`src/rtl/vproc_mem_bridge_if.sv`:
```
`default_nettype none
// ============================================================================
// Interface : vproc_mem_bridge_if
// Purpose   : Bundles the vproc-side memory port and the req/gnt/rvalid
//             backend port of vproc_mem_bridge.
// Modports  : slave  - the bridge (takes vproc requests, drives backend req)
//             master - the surrounding system (vproc core + backend memory)
// Signals   : vproc_mem_req/addr/we/be/wdata   core -> bridge
//             vproc_mem_rvalid/err/rdata       bridge -> core
//             ds_req/addr/we/be/wdata          bridge -> backend
//             ds_gnt/rvalid/err/rdata          backend -> bridge
// Revision  : 1.0 - initial release
// ============================================================================
interface vproc_mem_bridge_if #(
  parameter int MEM_W = 32
);
  logic                 vproc_mem_req_i;
  logic [31:0]          vproc_mem_addr_i;
  logic                 vproc_mem_we_i;
  logic [MEM_W/8-1:0]   vproc_mem_be_i;
  logic [MEM_W-1:0]     vproc_mem_wdata_i;
  logic                 vproc_mem_rvalid_o;
  logic                 vproc_mem_err_o;
  logic [MEM_W-1:0]     vproc_mem_rdata_o;

  logic                 ds_req_o;
  logic [31:0]          ds_addr_o;
  logic                 ds_we_o;
  logic [MEM_W/8-1:0]   ds_be_o;
  logic [MEM_W-1:0]     ds_wdata_o;
  logic                 ds_gnt_i;
  logic                 ds_rvalid_i;
  logic                 ds_err_i;
  logic [MEM_W-1:0]     ds_rdata_i;

  modport slave (
    input  vproc_mem_req_i, vproc_mem_addr_i, vproc_mem_we_i,
           vproc_mem_be_i, vproc_mem_wdata_i,
    output vproc_mem_rvalid_o, vproc_mem_err_o, vproc_mem_rdata_o,
    output ds_req_o, ds_addr_o, ds_we_o, ds_be_o, ds_wdata_o,
    input  ds_gnt_i, ds_rvalid_i, ds_err_i, ds_rdata_i
  );

  modport master (
    output vproc_mem_req_i, vproc_mem_addr_i, vproc_mem_we_i,
           vproc_mem_be_i, vproc_mem_wdata_i,
    input  vproc_mem_rvalid_o, vproc_mem_err_o, vproc_mem_rdata_o,
    input  ds_req_o, ds_addr_o, ds_we_o, ds_be_o, ds_wdata_o,
    output ds_gnt_i, ds_rvalid_i, ds_err_i, ds_rdata_i
  );
endinterface
`default_nettype wire

```
`src/rtl/vproc_mem_bridge.sv`:
```
`default_nettype none
// ============================================================================
// Module    : vproc_mem_bridge
// Purpose   : Accepts vproc_top memory requests unconditionally (no grant),
//             queues them in an in-order FIFO and replays them one at a time
//             to a req/gnt/rvalid backend. Responses return in issue order.
// Ports     : clk, rst (async, active-high)
//             bus        vproc_mem_bridge_if.slave (vproc side + backend side)
//             level_o    FIFO occupancy
//             overflow_o sticky flag: a request was dropped because the FIFO
//                        was full with no pop in the same cycle
// Options   : MEM_BRIDGE_ADDR_CHECK_EN - when defined, requests outside
//             [ADDR_LO, ADDR_HI) are answered with err=1 and never reach the
//             backend. When undefined every request is forwarded.
// Revision  : 1.0 - initial release
// ============================================================================
module vproc_mem_bridge #(
  parameter int          MEM_W   = 32,
  parameter int          DEPTH   = 4,
  parameter logic [31:0] ADDR_LO = 32'h0000_2000,
  parameter logic [31:0] ADDR_HI = 32'h0004_2000
) (
  input  logic                       clk,
  input  logic                       rst,
  vproc_mem_bridge_if.slave          bus,
  output logic [$clog2(DEPTH+1)-1:0] level_o,
  output logic                       overflow_o
);

  localparam int BE_W  = MEM_W / 8;
  localparam int PTR_W = (DEPTH > 1) ? $clog2(DEPTH) : 1;
  localparam int LVL_W = $clog2(DEPTH + 1);

  localparam logic [PTR_W-1:0] PTR_ONE  = PTR_W'(1);
  localparam logic [LVL_W-1:0] LVL_ONE  = LVL_W'(1);
  localparam logic [LVL_W-1:0] LVL_FULL = LVL_W'(DEPTH);

  typedef enum logic [1:0] {
    S_IDLE = 2'd0,
    S_REQ  = 2'd1,
    S_WAIT = 2'd2
  } state_t;

  // --------------------------------------------------------------------------
  // Request storage (data path only, no reset needed)
  // --------------------------------------------------------------------------
  logic [31:0]       addr_mem  [DEPTH];
  logic              we_mem    [DEPTH];
  logic [BE_W-1:0]   be_mem    [DEPTH];
  logic [MEM_W-1:0]  wdata_mem [DEPTH];
  logic              bad_mem   [DEPTH];

  logic [PTR_W-1:0]  wr_ptr;
  logic [PTR_W-1:0]  rd_ptr;
  state_t            state;

  logic              ds_req_q;
  logic [31:0]       ds_addr_q;
  logic              ds_we_q;
  logic [BE_W-1:0]   ds_be_q;
  logic [MEM_W-1:0]  ds_wdata_q;
  logic              rvalid_q;
  logic              err_q;
  logic [MEM_W-1:0]  rdata_q;

  logic              in_bad;
  logic              empty;
  logic              full;
  logic              pop_wait;
  logic              pop_bad;
  logic              pop;
  logic              push;
  logic              launch;

  logic [31:0]       head_addr;
  logic              head_we;
  logic [BE_W-1:0]   head_be;
  logic [MEM_W-1:0]  head_wdata;
  logic              head_bad;

  logic [31:0]       cand_addr;
  logic              cand_we;
  logic [BE_W-1:0]   cand_be;
  logic [MEM_W-1:0]  cand_wdata;

  // --------------------------------------------------------------------------
  // Address legality
  // --------------------------------------------------------------------------
`ifdef MEM_BRIDGE_ADDR_CHECK_EN
  assign in_bad = (bus.vproc_mem_addr_i < ADDR_LO) ||
                  (bus.vproc_mem_addr_i >= ADDR_HI);
`else
  logic unused_addr_bounds;
  assign unused_addr_bounds = ^{ADDR_LO, ADDR_HI};
  assign in_bad             = 1'b0;
`endif

  // --------------------------------------------------------------------------
  // FIFO flags and handshakes
  // --------------------------------------------------------------------------
  assign empty      = (level_o == '0);
  assign full       = (level_o == LVL_FULL);

  assign head_addr  = addr_mem[rd_ptr];
  assign head_we    = we_mem[rd_ptr];
  assign head_be    = be_mem[rd_ptr];
  assign head_wdata = wdata_mem[rd_ptr];
  assign head_bad   = bad_mem[rd_ptr];

  // A bad head is retired straight from IDLE without touching the backend.
  assign pop_wait = (state == S_WAIT) && bus.ds_rvalid_i;
  assign pop_bad  = (state == S_IDLE) && !empty && head_bad;
  assign pop      = pop_wait || pop_bad;

  // Fullness is judged after the same-cycle pop, so a full FIFO that is
  // draining this cycle still accepts the incoming request.
  assign push = bus.vproc_mem_req_i && (!full || pop);

  // When the FIFO is empty the request being pushed this cycle becomes the
  // head, so IDLE launches it directly; this gives ds_req_o one cycle after
  // the vproc request instead of two.
  assign cand_addr  = empty ? bus.vproc_mem_addr_i  : head_addr;
  assign cand_we    = empty ? bus.vproc_mem_we_i    : head_we;
  assign cand_be    = empty ? bus.vproc_mem_be_i    : head_be;
  assign cand_wdata = empty ? bus.vproc_mem_wdata_i : head_wdata;

  assign launch = (state == S_IDLE) &&
                  (empty ? (bus.vproc_mem_req_i && !in_bad) : !head_bad);

  // --------------------------------------------------------------------------
  // Storage write
  // --------------------------------------------------------------------------
  always_ff @(posedge clk) begin : storage_wr
    if (push) begin
      addr_mem[wr_ptr]  <= bus.vproc_mem_addr_i;
      we_mem[wr_ptr]    <= bus.vproc_mem_we_i;
      be_mem[wr_ptr]    <= bus.vproc_mem_be_i;
      wdata_mem[wr_ptr] <= bus.vproc_mem_wdata_i;
      bad_mem[wr_ptr]   <= in_bad;
    end
  end

  // --------------------------------------------------------------------------
  // Pointers, occupancy, overflow
  // --------------------------------------------------------------------------
  always_ff @(posedge clk or posedge rst) begin : fifo_ctrl
    if (rst) begin
      wr_ptr     <= '0;
      rd_ptr     <= '0;
      level_o    <= '0;
      overflow_o <= 1'b0;
    end else begin
      if (push) begin
        wr_ptr <= wr_ptr + PTR_ONE;
      end
      if (pop) begin
        rd_ptr <= rd_ptr + PTR_ONE;
      end
      case ({push, pop})
        2'b10:   level_o <= level_o + LVL_ONE;
        2'b01:   level_o <= level_o - LVL_ONE;
        default: level_o <= level_o;
      endcase
      if (bus.vproc_mem_req_i && full && !pop) begin
        overflow_o <= 1'b1;
      end
    end
  end

  // --------------------------------------------------------------------------
  // Backend sequencer and response register
  // --------------------------------------------------------------------------
  always_ff @(posedge clk or posedge rst) begin : fsm
    if (rst) begin
      state      <= S_IDLE;
      ds_req_q   <= 1'b0;
      ds_addr_q  <= '0;
      ds_we_q    <= 1'b0;
      ds_be_q    <= '0;
      ds_wdata_q <= '0;
      rvalid_q   <= 1'b0;
      err_q      <= 1'b0;
      rdata_q    <= '0;
    end else begin
      // One-cycle response per pop; data/err forced to 0 otherwise.
      rvalid_q <= pop;
      err_q    <= pop_bad || (pop_wait && bus.ds_err_i);
      rdata_q  <= (pop_wait && !head_we && !bus.ds_err_i) ? bus.ds_rdata_i : '0;

      case (state)
        S_IDLE: begin
          if (launch) begin
            state      <= S_REQ;
            ds_req_q   <= 1'b1;
            ds_addr_q  <= cand_addr;
            ds_we_q    <= cand_we;
            ds_be_q    <= cand_be;
            ds_wdata_q <= cand_wdata;
          end
        end
        S_REQ: begin
          // Request fields stay frozen in ds_*_q until the grant.
          if (bus.ds_gnt_i) begin
            state    <= S_WAIT;
            ds_req_q <= 1'b0;
          end
        end
        S_WAIT: begin
          if (bus.ds_rvalid_i) begin
            state <= S_IDLE;
          end
        end
        default: begin
          state    <= S_IDLE;
          ds_req_q <= 1'b0;
        end
      endcase
    end
  end

  assign bus.ds_req_o           = ds_req_q;
  assign bus.ds_addr_o          = ds_addr_q;
  assign bus.ds_we_o            = ds_we_q;
  assign bus.ds_be_o            = ds_be_q;
  assign bus.ds_wdata_o         = ds_wdata_q;
  assign bus.vproc_mem_rvalid_o = rvalid_q;
  assign bus.vproc_mem_err_o    = err_q;
  assign bus.vproc_mem_rdata_o  = rdata_q;

endmodule
`default_nettype wire

```
`src/flat_wrapper.sv`:
```
// flat-port wrapper written by rule: the top's interface ports become plain ports
module vproc_mem_bridge_flat 
#(
  parameter int          MEM_W   = 32,
  parameter int          DEPTH   = 4,
  parameter logic [31:0] ADDR_LO = 32'h0000_2000,
  parameter logic [31:0] ADDR_HI = 32'h0004_2000
)
  (clk, rst, level_o, overflow_o, bus_vproc_mem_req_i, bus_vproc_mem_addr_i, bus_vproc_mem_we_i, bus_vproc_mem_be_i, bus_vproc_mem_wdata_i, bus_vproc_mem_rvalid_o, bus_vproc_mem_err_o, bus_vproc_mem_rdata_o, bus_ds_req_o, bus_ds_addr_o, bus_ds_we_o, bus_ds_be_o, bus_ds_wdata_o, bus_ds_gnt_i, bus_ds_rvalid_i, bus_ds_err_i, bus_ds_rdata_i);
  vproc_mem_bridge_if #(.MEM_W(MEM_W)) bus_i ();
  input  logic clk;
  input  logic rst;
  output logic [$clog2(DEPTH+1)-1:0] level_o;
  output logic overflow_o;
  input wire logic [$bits(bus_i.vproc_mem_req_i)-1:0] bus_vproc_mem_req_i;
  input wire logic [$bits(bus_i.vproc_mem_addr_i)-1:0] bus_vproc_mem_addr_i;
  input wire logic [$bits(bus_i.vproc_mem_we_i)-1:0] bus_vproc_mem_we_i;
  input wire logic [$bits(bus_i.vproc_mem_be_i)-1:0] bus_vproc_mem_be_i;
  input wire logic [$bits(bus_i.vproc_mem_wdata_i)-1:0] bus_vproc_mem_wdata_i;
  output wire logic [$bits(bus_i.vproc_mem_rvalid_o)-1:0] bus_vproc_mem_rvalid_o;
  output wire logic [$bits(bus_i.vproc_mem_err_o)-1:0] bus_vproc_mem_err_o;
  output wire logic [$bits(bus_i.vproc_mem_rdata_o)-1:0] bus_vproc_mem_rdata_o;
  output wire logic [$bits(bus_i.ds_req_o)-1:0] bus_ds_req_o;
  output wire logic [$bits(bus_i.ds_addr_o)-1:0] bus_ds_addr_o;
  output wire logic [$bits(bus_i.ds_we_o)-1:0] bus_ds_we_o;
  output wire logic [$bits(bus_i.ds_be_o)-1:0] bus_ds_be_o;
  output wire logic [$bits(bus_i.ds_wdata_o)-1:0] bus_ds_wdata_o;
  input wire logic [$bits(bus_i.ds_gnt_i)-1:0] bus_ds_gnt_i;
  input wire logic [$bits(bus_i.ds_rvalid_i)-1:0] bus_ds_rvalid_i;
  input wire logic [$bits(bus_i.ds_err_i)-1:0] bus_ds_err_i;
  input wire logic [$bits(bus_i.ds_rdata_i)-1:0] bus_ds_rdata_i;
  assign bus_i.vproc_mem_req_i = bus_vproc_mem_req_i;
  assign bus_i.vproc_mem_addr_i = bus_vproc_mem_addr_i;
  assign bus_i.vproc_mem_we_i = bus_vproc_mem_we_i;
  assign bus_i.vproc_mem_be_i = bus_vproc_mem_be_i;
  assign bus_i.vproc_mem_wdata_i = bus_vproc_mem_wdata_i;
  assign bus_vproc_mem_rvalid_o = bus_i.vproc_mem_rvalid_o;
  assign bus_vproc_mem_err_o = bus_i.vproc_mem_err_o;
  assign bus_vproc_mem_rdata_o = bus_i.vproc_mem_rdata_o;
  assign bus_ds_req_o = bus_i.ds_req_o;
  assign bus_ds_addr_o = bus_i.ds_addr_o;
  assign bus_ds_we_o = bus_i.ds_we_o;
  assign bus_ds_be_o = bus_i.ds_be_o;
  assign bus_ds_wdata_o = bus_i.ds_wdata_o;
  assign bus_i.ds_gnt_i = bus_ds_gnt_i;
  assign bus_i.ds_rvalid_i = bus_ds_rvalid_i;
  assign bus_i.ds_err_i = bus_ds_err_i;
  assign bus_i.ds_rdata_i = bus_ds_rdata_i;
  vproc_mem_bridge #(.MEM_W(MEM_W), .DEPTH(DEPTH), .ADDR_LO(ADDR_LO), .ADDR_HI(ADDR_HI)) u_core (.clk(clk), .rst(rst), .bus(bus_i), .level_o(level_o), .overflow_o(overflow_o));
endmodule
```
`config.mk`:
```
export PLATFORM = sky130hd
export DESIGN_NAME = vproc_mem_bridge_flat
export DESIGN_NICKNAME = d
export VERILOG_FILES = /design/src/rtl/vproc_mem_bridge_if.sv /design/src/rtl/vproc_mem_bridge.sv /design/src/flat_wrapper.sv
export SDC_FILE = /design/constraint.sdc
export NUM_CORES = 1
export LEC_CHECK = 0
export ABC_CLOCK_PERIOD_IN_PS = 5700
export CAP_MARGIN = 20
export CORE_MARGIN = 2
export CORE_UTILIZATION = 28
export CTS_BUF_LIST = sky130_fd_sc_hd__clkbuf_8
export DETAILED_ROUTE_END_ITERATION = 8
export PLACE_DENSITY = 0.53
export SETUP_SLACK_MARGIN = 0.02
export SYNTH_ARGS = -nofsm -noshare
export SYNTH_HDL_FRONTEND = slang
export SYNTH_SLANG_ARGS = --single-unit
export TNS_END_PERCENT = 5
```
`constraint.sdc`:
```
create_clock -name clk -period 5.7 [get_ports clk]
set_input_delay 0.855 -clock clk [delete_from_list [all_inputs] [get_ports clk]]
set_output_delay 0.855 -clock clk [all_outputs]
set_load 0.03 [all_outputs]
```
==> flow_summary.ini, run 1 <==
[pwr]
swShare_pct = 35.3
p_leak_uw = 0.00677
p_sw_uw = 3550
vdd_drop_max_uv = 345
seqPwrFrac_pct = 41.8
clkPwrFrac_pct = 23.8
pwr-share-comb_pct = 34.4
p_per_area_mw_per_mm2 = 533
finalPower_uw = 10100
power.internal_uw = 6520

[worst_setup_path]
regToRegSetupSlack_ns = 2.75
worstRegToRegCells = 4
r2r_end = u_core.addr_mem[2][23]
critPathCaptureType = register
arrival_ns = 3.45
required_ns = 5.97
cp-start-kind = primary input
critical_path_class = in2reg
cpMaxStageDelayCell = and2_4
rr_startpoint = u_core.state[0]
crit_fanout = 52
critical_path_buf_inv_count = 2
crit_family = simple AND/OR/NAND/NOR gates
worstPathCellList = clkdlybuf4s50_1, nand3b_2, a31oi_1, and2_4, buf_4
slowest_delay_ns = 0.84

[clock_network]
holdBufCountCts = 0
clock_latency_ns = 0.61
cts_buffers = 67
cts_num_sinks = 390
htree_levels = 3
cts_resized = 0
post-cts-setup-buffers = 0
cts_tree = done
clk_pin_slew_ns = 0.07
clockBufferDepth = 3
clock-root-buffer = clkbuf_8

[sta]
setup_viol = 0
finalCriticalPeriod_ns = 3.18
finalMaxSlewViolations = 0
tightest_slew_ns = 1.06
finClkSkew_ns = 0.0275
final-hold-violation-count = 0
slew_headroom_pct = 29.2
tns_ns = 0
rsz0062_at_grt = no
min_period_over_period_pct = 55.8
holdWs_ns = 0.502
max_freq_mhz = 314
layout_setup_ws_ns = 2.52

[route]
dr.pass1.iters = 7
routed.top_layer = met5
wl_um = 35400
wl_per_cell_um = 19.0
route.met2.wl_um = 16800
drt-met1-wl_um = 15300
antenna_left = 0
drtIter0Drc = 657
via_per_inst = 4.40
num_vias = 8185
wl_met3_um = 2650
drc = 0

[die]
die_w_um = 233
start_util_pct = 28.1
rows = 84
die-area_mm2 = 0.0545
io_pins = 215
coreArea_mm2 = 0.0523
die_h_um = 233

[synth]
synth_area_leaders = edfxtp_1 (56%), dfrtp_1 (19%), mux4_2 (11%), nand2_1 (3.7%), a31oi_1 (3.0%)
async_reset_ff_share_pct = 29.2
ys_top_cells_by_count = edfxtp_1 (276), nand2_1 (144), dfrtp_1 (114)
synth_flop_cell = edfxtp_1
syn_area_per_cell_um2 = 16.9
synth_top_cell_area_share_pct = 56.3
synth-seq-area-share_pct = 75.6
syn_area_mm2 = 0.0147
netlist_instances = 871
synth.most_common_cell = edfxtp_1
yosysWarnings = 0
synth.distinct_cells = 31
yosysTopAreaCell = edfxtp_1
ys_ff_latch = 390
syn-num-nets = 983
synth_edf_count = 276

[global_routing]
grt_max_degree = 75
grt_use_total_pct = 13.1
grt_pass1_vias = 8826
grt_overflow = 0
grt_pass1_wl_um = 53400
antenna_found_initial = 3

[status]
status = finished clean

[placement]
port_buffers = 214
pre_cts_slack_ns = 1.83
dpl_cell_area_mm2 = 0.0176
dp_hpwl_um = 21000
globalplace.congestion = 0.719

[layout]
drive_above_1_share_pct = 15.1
nNetsFinal = 1228
area_growth_syn_to_layout_pct = 28.2
nFillCells = 4945
final_cell_area_mm2 = 0.0189

[run]
maxCapViolCount = 0

[min_path]
min_from = u_core.bus.ds_req_o
worstHoldPathCells = 1
hold_class = reg2reg
holdPathEnd = u_core.bus.ds_req_o
## power by group through the flow
stage / Sequential [uW] / Clock (uW) / Combinational [uW]
after floorplan: 4610 / 0 / 1910
after CTS: 4240 / 2490 / 3550
after global routing: 4300 / 2620 / 3800
final: 4210 / 2400 / 3470
after global placement: 4260 / 0 / 3520
after detailed placement: 4280 / 0 / 3540
## final cells by class
type / instances / area [um2] / share of cell area [%]
flip-flops and latches: 390 / 11100 / 59.0
multi-input cells: 425 / 3340 / 17.7
repair buffers: 224 / 2220 / 11.7
clock buffers: 76 / 1050 / 5.54
well taps: 688 / 861 / 4.56
clock inverters: 48 / 233 / 1.23
inverters: 8 / 35.0 / 0.186
diodes: 1 / 2.50 / 0.0133
## layer usage
metal | vias up | track usage [%]
met3 | 54 | 3.93
met5 | - | 0
li1 | 3774 | -
met1 | 4097 | 16.6
met2 | 256 | 21.3
met4 | 4 | 4.39
## logic make-up after synthesis
logic type	count (synthesis)	synth area share, %
simple gates	263	7.60
xor+xnor	3	0.178
compound gates	85	3.68
flops	390	75.6
fa+ha+maj	5	0.476
mux	69	10.5
buf+inv	56	1.90
## registers in the layout, summed over array words and instances (netlist names), 2 cells and up
register and cells:
u_core.we_mem 4, u_core.wdata_mem 128, u_core.state 2, u_core.wr_ptr 2, u_core.addr_mem 128, u_core.bus.vproc_mem_rdata_o 32, u_core.level_o 3, u_core.bus.ds_wdata_o 32
u_core.bus.ds_be_o 4, u_core.rd_ptr 2, u_core.bus.ds_addr_o 32, u_core.be_mem 16
## per-stage QoR
stage          util, %  std cells
3_3_place_gp      33.6       1735
2_1_floorplan        -        871
5_1_grt           36.1       1859
6_report          36.1       1860
3_5_place_dp      33.6       1735
4_1_cts           36.1       1859
## placed cells by master, fill, tap and decap left out
master,count
o31ai_1,1
inv_1,38
clkbuf_8,76
and2_1,33
mux4_2,69
o21a_1,1
nand3b_2,1
ha_1,4
dfrtp_1,112
xnor2_1,3
clkdlybuf4s50_1,214
nand2b_1,2
edfxtp_1,276
a221oi_1,1
a41o_1,1
clkinv_1,7
a31oi_1,70
buf_4,10
nand2_4,1
and3_1,1
clkinv_2,4
a211oi_4,1
nand3b_1,1
dfrtp_4,2
clkinvlp_4,3
diode_2,1
nand2_1,143
o21ai_0,7
fa_1,1
nand3_1,1
and2_4,4
nor2_1,73
bufinv_16,1
nor3_1,1
nor3_4,2
a21o_1,3
inv_6,3
## worst max-delay path by stage
stage                    start                      end  slack (ns)  cells after the start
2_1_floorplan              rst  u_core.bus.ds_addr_o[0]        1.83                      1
5_1_grt        bus_ds_rvalid_i   u_core.addr_mem[3][31]        2.29                      5
4_1_cts        bus_ds_rvalid_i   u_core.wdata_mem[0][2]        2.50                      5
3_3_place_gp   bus_ds_rvalid_i   u_core.addr_mem[2][23]        1.91                      5
3_5_place_dp   bus_ds_rvalid_i   u_core.addr_mem[0][31]        1.83                      5
6_report       bus_ds_rvalid_i   u_core.addr_mem[2][23]        2.52                      5
Note: power is estimated with default switching activity, not from simulation.
==> inputs of run 2 (changes only) <==
- ABC_CLOCK_PERIOD_IN_PS: 5700 -> 2670
- PLACE_DENSITY: 0.53 -> 0.54
- clock period: 5.7 -> 2.67 ns (I/O delays scaled with it)
==> flow_summary.ini, run 2 (same netlist as run 1, synthesis figures left out) <==
[sta]
min_period_over_period_pct = 87.9
final-hold-violation-count = 0
slew_headroom_pct = 48.6
max_freq_mhz = 426
setup_viol = 0
holdWs_ns = 0.283
finClkSkew_ns = 0.0228
tightest_slew_ns = 0.770
finalCriticalPeriod_ns = 2.35
finalMaxSlewViolations = 0
layout_setup_ws_ns = 0.322
rsz0062_at_grt = no

[worst_setup_path]
slowest_delay_ns = 0.85
critical_path_buf_inv_count = 1
required_ns = 2.27
worstPathCellList = clkdlybuf4s50_1
regToRegSetupSlack_ns = 0.58
arrival_ns = 1.95
cpMaxStageDelayCell = clkdlybuf4s50_1
r2r_end = u_core.wdata_mem[1][14]
critPathCaptureType = primary output
crit_family = buffers and inverters
endpoint = level_o[1]
crit_fanout = 6
rr_startpoint = u_core.state[0]
critical_path_depth = 1
startpoint = u_core.level_o[1]
critical_path_class = reg2out
worstRegToRegCells = 4
cp-start-kind = register

[route]
wl_per_cell_um = 19.1
dr.pass1.iters = 4
drc = 0
wl_um = 35900
drtIter0Drc = 703
via_per_inst = 4.46
routed.top_layer = met5
route.met2.wl_um = 16100
antenna_left = 0
num_vias = 8382
drt-met1-wl_um = 16500
wl_met3_um = 2520

[layout]
layout_commonest_cell = edfxtp_1
nFillCells = 4962
drive_above_1_share_pct = 16.7
area_growth_syn_to_layout_pct = 30.6
nNetsFinal = 1248
final_util_pct = 36.8
most-common-layout-cells = edfxtp_1 (276), clkdlybuf4s50_1 (214), nand2_1 (143), dfrtp_1 (112), clkbuf_8 (75)
ff_latch_area_mm2 = 0.0111
multiInputGateArea_mm2 = 0.00334
top_regs = u_core.addr_mem: 128 flops, u_core.wdata_mem: 128 flops

[placement]
port_buffers = 214
dp_hpwl_um = 22500
pre_cts_slack_ns = 0.155
globalplace.congestion = 0.718

[clock_network]
clk_pin_slew_ns = 0.06
htree_levels = 3
cts_buffers = 67
cts_num_sinks = 390
cts_tree = done
clock-root-buffer = clkbuf_8
post-cts-setup-buffers = 0
holdBufCountCts = 0
cts_resized = 0
clockBufferDepth = 3
clock_latency_ns = 0.61

[die]
coreArea_mm2 = 0.0523
io_pins = 215
die_w_um = 233
die-area_mm2 = 0.0545
rows = 84
die_h_um = 233
start_util_pct = 28.1

[run]
maxCapViolCount = 0

[global_routing]
grt_use_total_pct = 13.1
antenna_found_initial = 2
grt_pass1_vias = 8735
grt_pass1_wl_um = 53300
grt_max_degree = 103
grt_overflow = 0

[pwr]
p_per_area_mw_per_mm2 = 1140
p_leak_uw = 0.00691
finalPower_uw = 22000
vdd_drop_max_uv = 678

[status]
status = finished clean

[min_path]
hold_class = in2async
-- run 2: worst min-delay path by stage --
stage,depth (start not counted),to
after floorplan,0,u_core.addr_mem[0][0]
after global placement,2,u_core.bus.ds_be_o[1]
after detailed placement,2,u_core.bus.ds_addr_o[24]
after CTS,2,u_core.bus.vproc_mem_rdata_o[20]
after global routing,2,u_core.bus.vproc_mem_rdata_o[20]
final,2,u_core.bus.vproc_mem_rdata_o[20]
-- run 2: power breakdown --
| group | internal [uW] | switching (uW) | leakage [uW] |
|---|---|---|---|
| sequential | 8100 | 764 | 0.00389 |
| combinational | 3360 | 4570 | 0.00227 |
| clock | 2780 | 2400 | 0.000748 |
-- run 2: per-stage QoR --
step / std cells / area [um2] / setup TNS (ns)
4_1_cts: 1877 / 19200 / 0
3_3_place_gp: 1755 / 18000 / 0
2_1_floorplan: 871 / 14700 / -153.54
3_5_place_dp: 1755 / 18000 / 0
6_report: 1878 / 19200 / 0
5_1_grt: 1877 / 19200 / 0
-- run 2: routing by layer --
layer,track usage (%),vias to the layer above
met5,0,-
met4,4.87,2
met3,3.77,65
met2,20.0,269
met1,17.7,4233
li1,-,3813
-- run 2: area by class of cell --
| cell class | instances | area share [%] |
|---|---|---|
| Inverter | 8 | 0.176 |
| Clock buffer | 75 | 5.36 |
| Clock inverter | 47 | 1.35 |
| Antenna cell | 1 | 0.0130 |
| Multi-Input combinational cell | 425 | 17.4 |
| Timing Repair Buffer | 244 | 13.3 |
| Tap cell | 688 | 4.47 |
| Sequential cell | 390 | 57.9 |
